`src/rtl/mc_controller.sv`:
```
// Multicycle ARM-subset control unit: Moore main FSM, ALU decoder, condition
// check and the NZCV flags register that gates datapath write enables.
module mc_controller (
  input  logic       clk,
  input  logic       reset,
  input  logic [3:0] Cond,
  input  logic [1:0] Op,
  input  logic [5:0] Funct,
  input  logic [3:0] Rd,
  input  logic [3:0] ALUFlags,
  output logic       PCWrite,
  output logic       MemWrite,
  output logic       RegWrite,
  output logic       IRWrite,
  output logic       AdrSrc,
  output logic [1:0] ALUSrcA,
  output logic [1:0] ALUSrcB,
  output logic [1:0] ResultSrc,
  output logic [1:0] ImmSrc,
  output logic [1:0] RegSrc,
  output logic [2:0] ALUControl
);

  typedef enum logic [3:0] {
    FETCH, DECODE, MEMADR, MEMRD, MEMWB, MEMWR, EXECR, EXECI, ALUWB, BRANCH
  } state_t;

  localparam logic [3:0] CMD_AND = 4'b0000;
  localparam logic [3:0] CMD_EOR = 4'b0001;
  localparam logic [3:0] CMD_SUB = 4'b0010;
  localparam logic [3:0] CMD_ADD = 4'b0100;
  localparam logic [3:0] CMD_CMP = 4'b1010;
  localparam logic [3:0] CMD_ORR = 4'b1100;
  localparam logic [3:0] CMD_MOV = 4'b1101;

  state_t     state, next_state;
  logic [3:0] flags;
  logic       next_pc, branch, reg_w, mem_w, alu_op;
  logic [1:0] flag_w;
  logic       cond_ex, pcs, dp_no_write;
  logic [3:0] cmd;

  assign cmd = Funct[4:1];

  // State and flags register; flag halves load only when the instruction executes
  always_ff @(posedge clk) begin
    if (reset) begin
      state <= FETCH;
      flags <= 4'b0000;
    end else begin
      state <= next_state;
      if (flag_w[1] && cond_ex) flags[3:2] <= ALUFlags[3:2];
      if (flag_w[0] && cond_ex) flags[1:0] <= ALUFlags[1:0];
    end
  end

  // Next state and per-state controls
  always_comb begin
    next_state = FETCH;
    next_pc    = 1'b0;
    branch     = 1'b0;
    reg_w      = 1'b0;
    mem_w      = 1'b0;
    alu_op     = 1'b0;
    IRWrite    = 1'b0;
    AdrSrc     = 1'b0;
    ALUSrcA    = 2'b00;
    ALUSrcB    = 2'b00;
    ResultSrc  = 2'b00;
    case (state)
      FETCH: begin
        next_state = DECODE;
        IRWrite    = 1'b1;
        next_pc    = 1'b1;
        ALUSrcA    = 2'b10;
        ALUSrcB    = 2'b10;
        ResultSrc  = 2'b10;
      end
      DECODE: begin
        case (Op)
          2'b00:   next_state = Funct[5] ? EXECI : EXECR;
          2'b01:   next_state = MEMADR;
          2'b10:   next_state = BRANCH;
          default: next_state = FETCH;
        endcase
        ALUSrcA   = 2'b10;
        ALUSrcB   = 2'b10;
        ResultSrc = 2'b10;
      end
      MEMADR: begin
        next_state = Funct[0] ? MEMRD : MEMWR;
        ALUSrcB    = 2'b01;
      end
      MEMRD: begin
        next_state = MEMWB;
        AdrSrc     = 1'b1;
      end
      MEMWB: begin
        ResultSrc = 2'b01;
        reg_w     = 1'b1;
      end
      MEMWR: begin
        AdrSrc = 1'b1;
        mem_w  = 1'b1;
      end
      EXECR: begin
        next_state = ALUWB;
        alu_op     = 1'b1;
      end
      EXECI: begin
        next_state = ALUWB;
        ALUSrcB    = 2'b01;
        alu_op     = 1'b1;
      end
      ALUWB: reg_w = 1'b1;
      BRANCH: begin
        ALUSrcA   = 2'b10;
        ALUSrcB   = 2'b01;
        ResultSrc = 2'b10;
        branch    = 1'b1;
      end
      default: next_state = FETCH;
    endcase
    // Reset shows FETCH mux selects with every enable held low
    if (reset) begin
      next_state = FETCH;
      next_pc    = 1'b0;
      branch     = 1'b0;
      reg_w      = 1'b0;
      mem_w      = 1'b0;
      alu_op     = 1'b0;
      IRWrite    = 1'b0;
      AdrSrc     = 1'b0;
      ALUSrcA    = 2'b10;
      ALUSrcB    = 2'b10;
      ResultSrc  = 2'b10;
    end
  end

  // Commands that produce no register result (CMP and unsupported encodings)
  always_comb begin
    case (cmd)
      CMD_ADD, CMD_SUB, CMD_AND, CMD_ORR, CMD_EOR, CMD_MOV: dp_no_write = 1'b0;
      default:                                              dp_no_write = 1'b1;
    endcase
  end

  // ALU decoder
  always_comb begin
    ALUControl = 3'b000;
    flag_w     = 2'b00;
    if (alu_op) begin
      case (cmd)
        CMD_ADD: ALUControl = 3'b000;
        CMD_SUB: ALUControl = 3'b001;
        CMD_AND: ALUControl = 3'b010;
        CMD_ORR: ALUControl = 3'b011;
        CMD_EOR: ALUControl = 3'b100;
        CMD_MOV: ALUControl = 3'b101;
        CMD_CMP: ALUControl = 3'b001;
        default: ALUControl = 3'b000;
      endcase
      flag_w[1] = Funct[0];
      flag_w[0] = Funct[0] & ((cmd == CMD_ADD) | (cmd == CMD_SUB) | (cmd == CMD_CMP));
      if (cmd == CMD_CMP) flag_w = 2'b11;
    end
  end

  // ARM condition evaluation against the stored NZCV
  always_comb begin
    logic n, z, c, v;
    {n, z, c, v} = flags;
    case (Cond)
      4'b0000: cond_ex = z;
      4'b0001: cond_ex = ~z;
      4'b0010: cond_ex = c;
      4'b0011: cond_ex = ~c;
      4'b0100: cond_ex = n;
      4'b0101: cond_ex = ~n;
      4'b0110: cond_ex = v;
      4'b0111: cond_ex = ~v;
      4'b1000: cond_ex = c & ~z;
      4'b1001: cond_ex = ~(c & ~z);
      4'b1010: cond_ex = (n == v);
      4'b1011: cond_ex = (n != v);
      4'b1100: cond_ex = ~z & (n == v);
      4'b1101: cond_ex = z | (n != v);
      4'b1110: cond_ex = 1'b1;
      default: cond_ex = 1'b0;
    endcase
  end

  // The ALU decoder only runs in EXEC, so the writeback cycle re-derives the
  // no-write property of a data-processing command straight from Funct.
  assign pcs      = branch | (reg_w & (Rd == 4'b1111));
  assign PCWrite  = next_pc | (pcs & cond_ex);
  assign RegWrite = reg_w & cond_ex & ~((Op == 2'b00) & dp_no_write);
  assign MemWrite = mem_w & cond_ex;
  assign ImmSrc   = Op;
  assign RegSrc   = {Op == 2'b01, Op == 2'b10};

endmodule

```
`config.mk`:
```
export PLATFORM = sky130hd
export DESIGN_NAME = mc_controller
export DESIGN_NICKNAME = d
export VERILOG_FILES = /design/src/rtl/mc_controller.sv
export SDC_FILE = /design/constraint.sdc
export NUM_CORES = 1
export LEC_CHECK = 0
export CAP_MARGIN = 25
export CORE_MARGIN = 10
export CORE_UTILIZATION = 42
export DETAILED_ROUTE_END_ITERATION = 12
export PLACE_DENSITY_LB_ADDON = 0.12
export SYNTH_ARGS = -nofsm -noshare
export SYNTH_HDL_FRONTEND = slang
export SYNTH_SLANG_ARGS = --single-unit
export TNS_END_PERCENT = 50
```
`constraint.sdc`:
```
create_clock -name clk -period 3.07 [get_ports clk]
set_input_delay 0.614 -clock clk [delete_from_list [all_inputs] [get_ports clk]]
set_output_delay 0.614 -clock clk [all_outputs]
set_load 0.1 [all_outputs]
```
Yosys cells after proc, flatten, opt, wreduce, memory -nomap -nowiden
Index checks and enable logic that the tools add are counted.

operators by class
  multiplexer cells = 28
  equality and inequality tests = 34
  reduce and logical (&&, ||, !) cells = 14
  bitwise operators = 20

operators with widths
  operator                                        number
  == test 4 bit (second input constant)           13
  == test 4 x 3 -> 1 bit (second input constant)  9
  == test 4 x 2 -> 1 bit (second input constant)  5
  case mux 4 bit (5 select lines)                 1
  case mux 1 bit (15 select lines)                1
  case mux 3 bit (5 select lines)                 1
  two-way mux 1 bit                               14
  == test 4 x 1 -> 1 bit (second input constant)  3
  zero test 4 bit                                 3
  two-way mux 2 bit                               6
  case mux 4 bit (3 select lines)                 1
  OR reduction 2 bit                              5
  bitwise AND 1 bit                               9
  case mux 2 bit (2 select lines)                 2
  two-way mux 3 bit                               2
  inverter 1 bit                                  6
  OR reduction 3 bit                              2
  OR reduction 6 bit                              1
  bitwise OR 1 bit                                5
  == test 2 x 1 -> 1 bit (second input constant)  1
  == test 2 bit (second input constant)           1
  logical AND 1 bit                               2
  zero test 2 bit                                 1
  == test 1 bit                                   1
  != test 1 bit                                   1

word-level totals
  output and inout bits = 18
  word-level logic and storage cells = 99
  bits of input ports = 22
  flip-flop bits (word level) = 8

Longest topological paths before layout
  depth after elaboration = 8
  depth in mapped cells = 7
  mapped depth without buffers = 6

Worst setup path after synthesis
Ideal clock, no wire load.

  path kind = input to output
  start = input reset
  end = output ALUControl[2]
  stages = 3
  data required time = 2.456 ns
  setup slack = -1.552 ns
  data arrival time = 4.008 ns
  path buffers = 0
  cell sequence = nor2_1 > nand3_1 > nor4b_1

on the way
  cells in the longest elaborated chain, start to end = 2

RTL lines
  what               line  RTL
  from (decl)        5     input logic reset,
  two-way mux 1 bit  125   if (reset) begin
  two-way mux 3 bit  152   if (alu_op) begin
  to (decl)          21    output logic [2:0] ALUControl

Every way passes these cells.

Worst setup path in the final report
  start = input Cond[1]
  end = output PCWrite

on the way
  cells in the longest elaborated chain, start to end = 4
  elaborated cells between the ends (all ways) = 18
  classes of those cells = eq/ne: 14; mux: 1; bitwise: 2; reduce/logical: 1

RTL lines
  what                                   line  RTL
  from (decl)                            6     input logic [3:0] Cond,
  == test 4 bit (tied with other cells)  173   case (Cond)
  case mux 1 bit (15 select lines) *     173
  bitwise AND 1 bit *                    196   assign PCWrite = next_pc | (pcs & cond_ex);
  bitwise OR 1 bit *                     196
  to (decl)                              11    output logic PCWrite,

Every way passes the cells marked *; elsewhere a longest branch is shown, timed or not.

==> out/qor.yml <==
synth_area_leaders: "dfxtp_1 (17%), a21oi_1 (5.8%), xnor2_1 (5.5%), nand3b_1 (4.0%), o21ai_0 (3.7%)"
setup_violations: 0
cts_buffers: 3
final.period_utilization: 0.9612
drt_wl_total_um: 3003
hold_viol: 0
num_rows: 17
fin_worst_skew_ns: 0.004237
wire_per_inst_um: 15.32
required_ns: 2.46
grt_pass1_vias: 1121
worst_pin_slew_ns: 0.5031
seq_area_frac_synth: 0.1686
synth_edf_count: 0
p_per_area_mw_per_mm2: 275.5
crit_fanout: 5
drive_gt1_frac: 0.2857
vdd_ir_drop_max_v: 0.0002133
cts_buffer_depth: 2
grt_pass1_wl_um: 4940
fin_nets: 192
syn_to_final_growth_pct: 68.12
max_freq_ghz: 0.3389
clock_sinks: 8
via_count: 1079
yosys.area.top_type: "dfxtp_1"
maxCapViolCount: 0
drt_iter0_markers: 59
cp_top_family: "compound AO/OA/AOI/OAI gates"
path_clk_slew_ns: 0.05
grt_usage: 0.1379
crit_chain: "clkdlybuf4s50_1, o311ai_1, a311oi_2, nor2_2, o21ai_0, a31oi_2, buf_12"
synth_warnings: 0
synthCells: 127
fin_cells: 196
syn_area_um2: 949.7
critPathArrivalTime_ns: 2.34
yosysMostFrequentCell: "a21oi_1"
hold_path_class: "reg -> reg"
viasPerCell: 5.505
critPathKind: "in -> out"
ant_nets: 0
die_area_mm2: 0.004563
drt-pass1-iter-count: 4
grt_overflow: 0
min_period_ns: 2.951
place.gp.congestion: 0.8539
critPathLaunchType: "primary input"
remaining_drc_errors: 0
insertion_delay_ns: 0.25
root_buffer: "clkbuf_4"
die_width_um: 67.55
synth.distinct_cells: 46
endpoint_kind: "primary output"
critPathMaxStageDelay_ns: 0.55
antenna_found_initial: 0
diodes: 0
core_mm2: 0.002191
p_leak_nw: 0.5717
synth_common_cells: "a21oi_1 (11), dfxtp_1 (8), nor2_1 (8), o21ai_0 (7)"
grt_setup_unrepaired: "false"
io_buffers: 38
cp.buffers_inverters: 2
drv_slew: 0
synth_top_area_frac: 0.1686
htree_num_levels: 1
ys_ff_latch: 8
fin_hold_ws_ns: 0.5338
cp_slowest_cell: "clkdlybuf4s50_1"
tns_ns: 0
syn_area_per_cell_um2: 7.478
fill_cells: 169
async_flop_share: 0
fin_util: 0.7287
syn-num-nets: 149
status: "complete, no violations"
dpl.cell_count: 192
tritoncts: "built"
initial_utilization: 0.4335
grt_max_degree: 15
floorplan.die.height_um: 67.55
ioPinCount: 40
ys.flop_type: "dfxtp_1"
dpl.hpwl_um: 2437
max_slew_margin: 0.6642
report.power.total_mw: 0.4398
[worst paths after layout]
path	cells past startpoint	from	slack (ns)	endpoint
max reg2reg	7	flags[3]$_SDFFE_PP0P_	1.02	flags[2]$_SDFFE_PP0P_
max	7	Cond[1]	0.12	PCWrite
min reg2reg	2	flags[0]$_SDFFE_PP0P_	0.53	flags[0]$_SDFFE_PP0P_
min	2	flags[0]$_SDFFE_PP0P_	0.53	flags[0]$_SDFFE_PP0P_
[what timing repair did]
action / 4_1_cts / 5_1_grt
resized for setup: 4 / 10
hold buffers: 0 / 0
endpoints found under the setup margin: 3 / 3
buffers inserted: 0 / 1
pin swaps: 7 / 6
[report_power, final]
group / internal, mW / switching [mW] / leakage, nW
Sequential: 0.107 / 0.0125 / 0.0650
Clock: 0.0448 / 0.0360 / 0.0138
Combinational: 0.0955 / 0.144 / 0.493
[routing by layer]
| layer | part of all wire | global-route usage | wire length, um |
|---|---|---|---|
| met2 | 0.55 | 0.2477 | 1637 |
| met1 | 0.36 | 0.1331 | 1082 |
| met5 | 0 | 0 | 0 |
| met4 | 0.0090 | 0.05897 | 27 |
| met3 | 0.085 | 0.06281 | 256 |
[layout by cell type (no fill, tap or decap), types with 2 or more instances in the layout]
master / synthesis / final
xnor2_1: 6 / 6
or3_1: 4 / 4
nand2b_1: 3 / 3
or4bb_1: 2 / 2
mux2i_1: 2 / 2
buf_4: 3 / 10
nor2b_1: 5 / 5
clkbuf_4: 0 / 3
nand3b_1: 5 / 5
inv_1: 5 / 5
a21o_1: 2 / 2
o211ai_1: 4 / 4
nand2_1: 6 / 6
clkbuf_2: 0 / 3
nand3_1: 6 / 6
xor2_1: 2 / 2
or3b_1: 2 / 2
nor2_1: 8 / 8
clkdlybuf4s50_1: 0 / 18
buf_12: 1 / 15
dfxtp_1: 8 / 8
o21ai_0: 7 / 7
a21oi_1: 11 / 10
nor3_1: 4 / 4
nand4bb_1: 2 / 2
[worst min-delay path, stage by stage, from the launching register on]
cell,delay [ns]
dfxtp_1,0.34
nand3_1,0.08
a21oi_1,0.07
[layout make-up]
| class | instances | area [um^2] | share of cell area |
|---|---|---|---|
| repair buffers | 47 | 581.8 | 0.3644 |
| multi-input cells | 105 | 778.2 | 0.4875 |
| inverters | 5 | 18.77 | 0.01176 |
| well taps | 28 | 35.03 | 0.02194 |
| clock buffers | 3 | 22.52 | 0.01411 |
| flip-flops and latches | 8 | 160.2 | 0.1003 |
[through the flow]
| step | cell area, um^2 | setup WS [ns] |
|---|---|---|
| floorplan | 1003 | -0.5973 |
| global placement | 1563 | -0.1506 |
| detailed placement | 1563 | -0.2523 |
| CTS | 1582 | 0.05341 |
| global route | 1597 | 0.009815 |
| finish | 1597 | 0.1192 |
[registers in the layout, indices dropped and copies added (netlist names)]
name	cells
state	4
flags	4
[logic make-up (layout without fill, tap and decap cells)]
| group | count (synthesis) | count (layout) | share of synthesized area |
|---|---|---|---|
| other cells | 1 | 1 | 0.003949 |
| flops | 8 | 8 | 0.1686 |
| buf+inv | 14 | 55 | 0.08432 |
| simple gates | 59 | 59 | 0.3900 |
| compound gates | 34 | 34 | 0.2424 |
| mux | 3 | 3 | 0.03689 |
| xor+xnor | 8 | 8 | 0.07378 |
(Power assumes the default switching activity.)
